## src/rtl/id_hazard_ctrl.sv

```systemverilog
// id_hazard_ctrl: ID-stage interlock with an EX/MEM destination-tag scoreboard, branch flush sequencing and stall counter.
// Define HAZARD_FORWARDING_EN when the forwarding unit exists, so that only load-use hazards stall.
module id_hazard_ctrl #(
    parameter int CNT_W = 16
) (
    input  logic             Clk,
    input  logic             Reset,
    input  logic             ID_Valid,
    input  logic [4:0]       ID_Rs,
    input  logic [4:0]       ID_Rt,
    input  logic             ID_UsesRs,
    input  logic             ID_UsesRt,
    input  logic [4:0]       ID_WriteReg,
    input  logic             ID_RegWrite,
    input  logic             ID_MemRead,
    input  logic             EX_BranchTaken,
    output logic             PCWrite,
    output logic             IFIDWrite,
    output logic             IFIDFlush,
    output logic             IDEXBubble,
    output logic             Stall,
    output logic [1:0]       State,
    output logic [CNT_W-1:0] StallCycles
);
    typedef enum logic [1:0] {RUN = 2'b00, STALL = 2'b01, FLUSH = 2'b10} stateT;
    stateT curState, nxtState;
    logic exV, exRw, exMr;
    logic [4:0] exReg;
    logic rsHaz, rtHaz, hazard, branch;
`ifdef HAZARD_FORWARDING_EN
    assign rsHaz = exV & exRw & exMr & (exReg == ID_Rs);
    assign rtHaz = exV & exRw & exMr & (exReg == ID_Rt);
`else
    logic memV, memRw;
    logic [4:0] memReg;
    logic unusedMr;
    assign unusedMr = exMr;
    assign rsHaz = (exV & exRw & (exReg == ID_Rs)) | (memV & memRw & (memReg == ID_Rs));
    assign rtHaz = (exV & exRw & (exReg == ID_Rt)) | (memV & memRw & (memReg == ID_Rt));
`endif
    // Gating with Reset keeps the strobes at their idle values while reset is held.
    assign hazard = Reset & ID_Valid &
                    ((ID_UsesRs & rsHaz & (|ID_Rs)) | (ID_UsesRt & rtHaz & (|ID_Rt)));
    assign branch = Reset & EX_BranchTaken;
    assign Stall = hazard & ~branch;
    assign PCWrite = ~Stall;
    assign IFIDWrite = ~Stall;
    assign IFIDFlush = branch;
    assign IDEXBubble = branch | Stall;
    assign State = curState;

    always_comb begin
        nxtState = RUN;
        nxtState = branch ? FLUSH : Stall ? STALL : RUN;
    end

    always_ff @(posedge Clk or negedge Reset) begin
        if (!Reset) begin
            exV <= 1'b0;
            exRw <= 1'b0;
            exMr <= 1'b0;
            exReg <= 5'd0;
`ifndef HAZARD_FORWARDING_EN
            memV <= 1'b0;
            memRw <= 1'b0;
            memReg <= 5'd0;
`endif
            curState <= RUN;
            StallCycles <= '0;
        end else begin
            exV <= ID_Valid & ~IDEXBubble;
            exRw <= ID_RegWrite & ~IDEXBubble;
            exMr <= ID_MemRead & ~IDEXBubble;
            exReg <= IDEXBubble ? 5'd0 : ID_WriteReg;
`ifndef HAZARD_FORWARDING_EN
            memV <= exV;
            memRw <= exRw;
            memReg <= exReg;
`endif
            curState <= nxtState;
            if (Stall && StallCycles != '1) StallCycles <= StallCycles + 1'b1;
        end
    end
endmodule
```

## config.mk

```make
export PLATFORM = sky130hd
export DESIGN_NAME = id_hazard_ctrl
export DESIGN_NICKNAME = d
export VERILOG_FILES = /design/src/rtl/id_hazard_ctrl.sv
export SDC_FILE = /design/constraint.sdc
export NUM_CORES = 1
export LEC_CHECK = 0
export CAP_MARGIN = 10
export CORE_MARGIN = 5
export CORE_UTILIZATION = 50
export CTS_CLUSTER_SIZE = 12
export DETAILED_ROUTE_END_ITERATION = 10
export PLACE_DENSITY_LB_ADDON = 0.15
export RECOVER_POWER = 50
export SLEW_MARGIN = 20
export SYNTH_ARGS = -nofsm -noshare
export SYNTH_HDL_FRONTEND = slang
export SYNTH_SLANG_ARGS = --single-unit
```

## constraint.sdc

```tcl
create_clock -name Clk -period 4.48 [get_ports Clk]
set_input_delay 0.448 -clock Clk [delete_from_list [all_inputs] [get_ports Clk]]
set_output_delay 0.448 -clock Clk [all_outputs]
set_load 0.005 [all_outputs]
```

==> impl_results.md, run 1 <==
- Global-route wire length before repair: 5.75 mm
- Met2 usage: 0.317
- Root buf cell: clkbuf_4
- Setup total negative slack: 0 ns
- Layout cells sized above 1: 0.0725
- Crit path arrival time: 2.86 ns
- Cells along the critical path: clkdlybuf4s50_1 > xor2_1 > nor4_1 > a22oi_1 > o22ai_1 > a31oi_4 > inv_1 > clkdlybuf4s50_1
- Initial drt markers: 28
- Filler cells: ~260
- Die area: roughly 0.0044 mm2
- Core area: 0.00305 mm2
- Sequential area share after synthesis: 0.505
- Max-Cap Viols: 0
- Hold Buf Count CTS: 0
- Clock Path Buffers: 2
- Status: finished, final reports clean
- PwrDens: 272 mW/mm2
- Hold Path Class: reg -> reg
- Final Critical Period: 3.31 ns
- Num CTS Buffers: 5
- Peak supply drop: 0.261 mV
- Final Cycle Share: 0.739
- Final setup vio count: 0
- Post-synth cell types: 33
- Startpoint Class: primary input
- Area Growth Syn to Fin: 35.4%
- Top Usage Layer GRT: met2
- Area leader, netlist: dfrtp_1
- DR vias/cell: 4.96
- First-pass DRT Iterations: 4
- Synth area leaders: dfrtp_1 51%, xor2_1 11%, xnor2_1 7.7%
- Hold_ws: approximately 0.39 ns
- Syn_nets: between 150 and 200
- Nature of the critical path endpoint: output port
- Delay-heaviest family, CP: buffers and inverters
- Top post-synthesis cells by count: 32 x dfrtp_1, 20 x xor2_1, 14 x xnor2_1, 11 x nand2_1, 9 x nand3_1
- Pleak: 0.900 nW
- Worst R2R End: StallCycles[12]$_DFFE_PN0P_
- Grt met3 use: 0.0782
- Worst slack at placement: 1.20 ns
- Max stage delay on crit path: 0.51 ns
- Worst Path Max Fanout: 8
- GPL Wtd Cong: roughly 0.8
- Final Slew Violations: 0
- Initial Utilization: 0.519
- Largest net degree at the start of global routing: 19
- Worst Min Path Start: exRw$_DFF_PN0_
- Number of synthesized register bits: 32
- Worst Setup Path Type: in -> out
- Gr usage total: 0.175
- Final ANT Viol Nets: 0
- RSZ-0062 raised after global routing: no
- Post-synthesis cell count: 142
- FMAX: 0.302 GHz
- R2R Path Start: exReg[4]$_DFF_PN0_
- Clock skew: around 0.011 ns
- Grt met1 use: 0.178
- Ant diodes: 0
- R2R Setup Slk: approximately 2.1 ns
- CTS tree: built
- Ports: 46
- Clock sinks: 32
- Yosys top cell area share: 0.505
- DRC Markers: 0
- Post-synth EDFFs: 0
- H-Tree Depth: 2
- Cell Rows: 20
- Die Height: 66.3 um
- Most common cell on crit path: clkdlybuf4s50_1
- Routed WL: 3.36 mm
- Top FF cell, synth: dfrtp_1
- Bufs and invs on worst path: 3
- Post-CTS setup buffer count: 0
- Asr flop ratio synth: 1.00
- Worst-margin pin slew: 0.954 ns
- Vias in the first global route: 1289
- Port buffer count: 44
- Nets: 216
- Hold EP: memRw$_DFF_PN0_
- Clock-pin slew on the worst setup and hold paths: 0.10 ns
- Hold depth: 0
- Syn avg cell area: 11.2 um2
- Initial antenna violation count: 0
- Resize count post-CTS: 0
- Chip width: ~66 um
- Top-count cell post-synth: dfrtp_1
- Mapped Area: 0.00159 mm2
- Req. time, crit path: 4.03 ns
- Slew HR: 0.364
- Setup ws final: ~1.2 ns
- Routed len/inst: approximately 14 um
- DP Wirelength: 2.65 mm
- Hold Vio Cnt, Final: 0
- CP max-delay cell: clkdlybuf4s50_1
- FF-to-FF path depth: 6
- Via count: 1175
- Grt ovf: 0
- Worst skew pair latency: between 0.3 and 0.4 ns
- Yosys warning count: 0
state kept, by name, indices dropped and copies added (netlist names):
name / count
exV: 1
exRw: 1
State: 2
StallCycles: 16
exReg: 5
memReg: 5
memV: 1
memRw: 1
metrics by stage:
| stage | std cells | util | instance area [um2] | total power [mW] |
|---|---|---|---|---|
| detailed placement | 229 | 0.679 | 2070 | 0.378 |
| global placement | 229 | 0.679 | 2070 | 0.375 |
| CTS | 237 | 0.705 | 2150 | 0.594 |
| floorplan | 142 | - | 1590 | 0.336 |
| global route | 237 | 0.703 | 2150 | 0.615 |
| finish | 237 | 0.703 | 2150 | 0.584 |
power by group:
group          switching (mW)  internal, mW  leakage, nW
Clock                  0.0980         0.116       0.0412
Combinational          0.0286        0.0348        0.437
Sequential            0.00846         0.298        0.422
layout make-up:
cell class              count  area (um2)  area share
multi-input cells         104         751       0.350
repair buffers             46         448       0.209
well taps                  44        55.1      0.0257
clock inverters             3        42.5      0.0198
clock buffers               5        37.5      0.0175
flip-flops and latches     32         801       0.373
inverters                   3        11.3     0.00525
kinds of logic after synthesis:
| family | count (synthesis) | synth area share |
|---|---|---|
| compound gates | 7 | 0.0505 |
| xor+xnor | 34 | 0.188 |
| fa+ha+maj | 1 | 0.00789 |
| buf+inv | 6 | 0.0213 |
| flops | 32 | 0.505 |
| mux | 2 | 0.0166 |
| simple gates | 60 | 0.211 |
worst reg2reg max path: stages (launching register included):
cell	delay [ns]
dfrtp_1	0.43
xor2_1	0.19
nor4_1	0.29
a22oi_1	0.17
o32ai_4	0.59
nand4_1	0.22
mux2_1	0.34
worst max path at each step:
stage	from	depth (start not counted)	to	slack, ns
detailed placement	ID_Rt[1]	7	IDEXBubble	1.20
global placement	ID_Rt[1]	7	IDEXBubble	1.26
finish	ID_Rs[3]	8	IDEXBubble	1.17
CTS	ID_Rt[1]	7	IDEXBubble	1.19
global route	Reset	6	IDEXBubble	0.98
floorplan	ID_Rt[1]	5	IDEXBubble	2.34
routing by layer:
layer / wire length, um / vias to the layer above / part of all wire
li1: - / 590 / -
met1: 1330 / 552 / 0.40
met2: 1800 / 27 / 0.54
met3: 176 / 6 / 0.052
met4: 53 / 0 / 0.016
met5: 0 / - / 0
cell usage in the layout (no fill, tap or decap), drive strengths merged, types with 3 or more instances in the layout:
cell           instances
clkdlybuf4s50         40
dlygate4sd3            4
xor2                  20
inv                    3
nand3                  9
clkbuf                 7
nand4                  5
nor4                   4
and2                   8
nand2                 11
nor2                   7
xnor2                 14
dfrtp                 32
Note: power is estimated with default switching activity, not from simulation.
==> run 2, diff against run 1 <==
--- a/config.mk
+++ b/config.mk
@@ -7,7 +7,7 @@
 export LEC_CHECK = 0
 export CAP_MARGIN = 10
 export CORE_MARGIN = 5
-export CORE_UTILIZATION = 50
+export CORE_UTILIZATION = 42
 export CTS_CLUSTER_SIZE = 12
 export DETAILED_ROUTE_END_ITERATION = 10
 export PLACE_DENSITY_LB_ADDON = 0.15
==> constraint.sdc (replaced) <==
create_clock -name Clk -period 2.9 [get_ports Clk]
set_input_delay 0.29 -clock Clk [delete_from_list [all_inputs] [get_ports Clk]]
set_output_delay 0.29 -clock Clk [all_outputs]
set_load 0.005 [all_outputs]
==> impl_results.md, run 2 (synthesis gave the netlist of run 1 again) <==
- Hold Vio Cnt, Final: 0 (unchanged)
- Biggest register: StallCycles
- Setup total negative slack: 0 ns (unchanged)
- Post-layout util: 0.601 (-0.102)
- Placed insts: 236 (+3.1%)
- Peak supply drop: 0.301 mV (+15%)
- Commonest non-fill, non-tap cell in the layout: clkdlybuf4s50_1
- Pleak: 0.930 nW (+3.3%)
- Most frequent cells in the layout: 40 x clkdlybuf4s50_1, 32 x dfrtp_1, 20 x xor2_1
- Cells along the critical path: clkdlybuf4s50_1 > or4_1 > o21ai_1 > o22ai_2 > a31oi_4 > inv_1 > clkdlybuf4s50_1
- Final Cycle Share: 0.962
- Largest net degree at the start of global routing: 32 (+13)
- Final Slew Violations: 32 (+32)
- Largest register FFs: 16 (unchanged)
- Worst slack at placement: 0.0427 ns (-1.15 ns)
- Worst Setup Path Type: in -> out
- Setup ws final: 0.110 ns (-1.06 ns)
- Die Height: 71.4 um (+7.7%)
- Worst skew pair latency: 0.28 ns (-0.05 ns)
- Routed len/inst: 14.0 um (-0.96%)
- FMAX: 0.358 GHz
- Worst R2R End: StallCycles[1]$_DFFE_PN0P_
- Req. time, crit path: 2.61 ns (-1.42 ns)
- Initial Utilization: 0.433 (-0.0862)
- Clock sinks: 32 (unchanged)
- DP Wirelength: 2.65 mm (about the same)
- FF-to-FF path depth: 6 (unchanged)
- Vias in the first global route: 1246 (-3.3%)
- Crit path arrival time: 2.50 ns (-0.36 ns)
- Most common cell on crit path: clkdlybuf4s50_1
- Bufs and invs on worst path: 3 (unchanged)
- Top flop regs: StallCycles (16), exReg (5), memReg (5)
- Worst-margin pin slew: 1.63 ns (+0.679 ns)
- Max-Cap Viols: 1 (+1)
- Nets: 219 (+1.4%)
- Layout cells sized above 1: 0.0923 (+0.0198)
- Initial drt markers: 42 (+50%)
- Status: finished with violations
- Grt ovf: 0 (unchanged)
- Worst setup path startpoint: ID_Rt[1]
- Clock Path Buffers: 2 (unchanged)
- DRC Markers: 0 (unchanged)
- Worst Path Max Fanout: 3 (-5)
- Nature of the critical path endpoint: output port
- Ant diodes: 0 (unchanged)
- Die area: 0.00510 mm2 (+16%)
- Multi-input gate area: 757 um2 (+0.83%)
- Routed WL: 3.41 mm (+1.5%)
- Hold Buf Count CTS: 0 (unchanged)
- Final ANT Viol Nets: 0 (unchanged)
- Final Critical Period: approximately 2.8 ns
- First-pass DRT Iterations: 4 (unchanged)
- Hold Path Class: in -> async
- Max stage delay on crit path: 0.54 ns (+0.03 ns)
- Core area: 0.00366 mm2 (+20%)
- Ports: 46 (unchanged)
- H-Tree Depth: 2 (unchanged)
- Initial antenna violation count: 0 (unchanged)
- Failing checks: capacitance limit, slew limit
- Startpoint Class: primary input
- Filler cells: 314 (+23%)
- Non-filler cells, final: 243 (+2.5%)
- RSZ-0062 raised after global routing: no
- Post-CTS setup buffer count: 0 (unchanged)
- CTS tree: built
- Clock-pin slew on the worst setup and hold paths: 0.06 ns (-0.04 ns)
- Port buffer count: 44 (unchanged)
- Global-route wire length before repair: 5.85 mm (+1.8%)
- Num CTS Buffers: 5 (unchanged)
- Final setup vio count: 0 (unchanged)
- CP max-delay cell: or4_1
- PwrDens: 427 mW/mm2 (+57%)
- GPL Wtd Cong: 0.787 (-4.4%)
- Via count: 1187 (+1.0%)
- Reg area: 801 um2 (unchanged)
- R2R Setup Slk: 0.77 ns (-1.37 ns)
- Gr usage total: 0.149 (-0.0265)
- Clock skew: 0.00398 ns (-0.00658 ns)
- R2R Path Start: StallCycles[0]$_DFFE_PN0P_
- Root buf cell: clkbuf_8
- Chip width: 71.4 um (+7.7%)
- Slew HR: -0.0885 (-0.452)
- DR vias/cell: 4.88 (-1.5%)
- Hold_ws: 0.308 ns (-0.0775 ns)
- Delay-heaviest family, CP: buffers and inverters
- Cell Rows: 22 (+10%)
- Area Growth Syn to Fin: 38.8%
- Resize count post-CTS: 0 (unchanged)
run 2: changes by cell type in the layout (fill, tap and decap cells not counted), sizes merged:
cell,change
bufinv,-1
buf,+4
clkbuf,+1
clkinvlp,-1
clkinv,-1
run 2: worst max path at each step:
| stage | cells after the start | end | slack, ns |
|---|---|---|---|
| 2_1_floorplan | 6 | StallCycles[1]$_DFFE_PN0P_ | 1.03 |
| 5_1_grt | 7 | IDEXBubble | 0.02 |
| 3_3_place_gp | 7 | IDEXBubble | 0.08 |
| 4_1_cts | 8 | Stall | 0.04 |
| 3_5_place_dp | 8 | Stall | 0.04 |
| 6_report | 7 | IDEXBubble | 0.11 |
run 2: layer usage:
layer,vias to the layer above,routed length [um],GRT usage
li1,588,-,-
met1,563,1390,0.164
met2,32,1800,0.258
met3,4,171,0.0547
met4,0,51,0.0605
met5,-,0,0
run 2: per-stage QoR:
| step | power (mW) | instance area [um2] |
|---|---|---|
| detailed placement | 0.583 | 2100 |
| CTS | 0.953 | 2200 |
| floorplan | 0.519 | 1590 |
| global route | 0.985 | 2200 |
| finish | 0.940 | 2200 |
| global placement | 0.580 | 2100 |
run 2: power breakdown:
part / switching (mW) / internal, mW / total [mW]
Sequential: 0.0123 / 0.461 / 0.474
Combinational: 0.0444 / 0.0549 / 0.0992
Clock: 0.156 / 0.211 / 0.367
run 2: layout make-up:
type | instances | share of cell area
sequential | 32 | 0.364
multi-input combinational | 104 | 0.344
timing repair buffer | 49 | 0.216
clock buffer | 7 | 0.0438
tap | 48 | 0.0273
inverter | 3 | 0.00512
run 2: worst reg2reg max path, delay by kind of cell (launching register included):
kind	cells	cell delay, ns
fa+ha+maj	1	0.19
flops	1	0.41
mux	1	0.31
simple gates	4	1.10
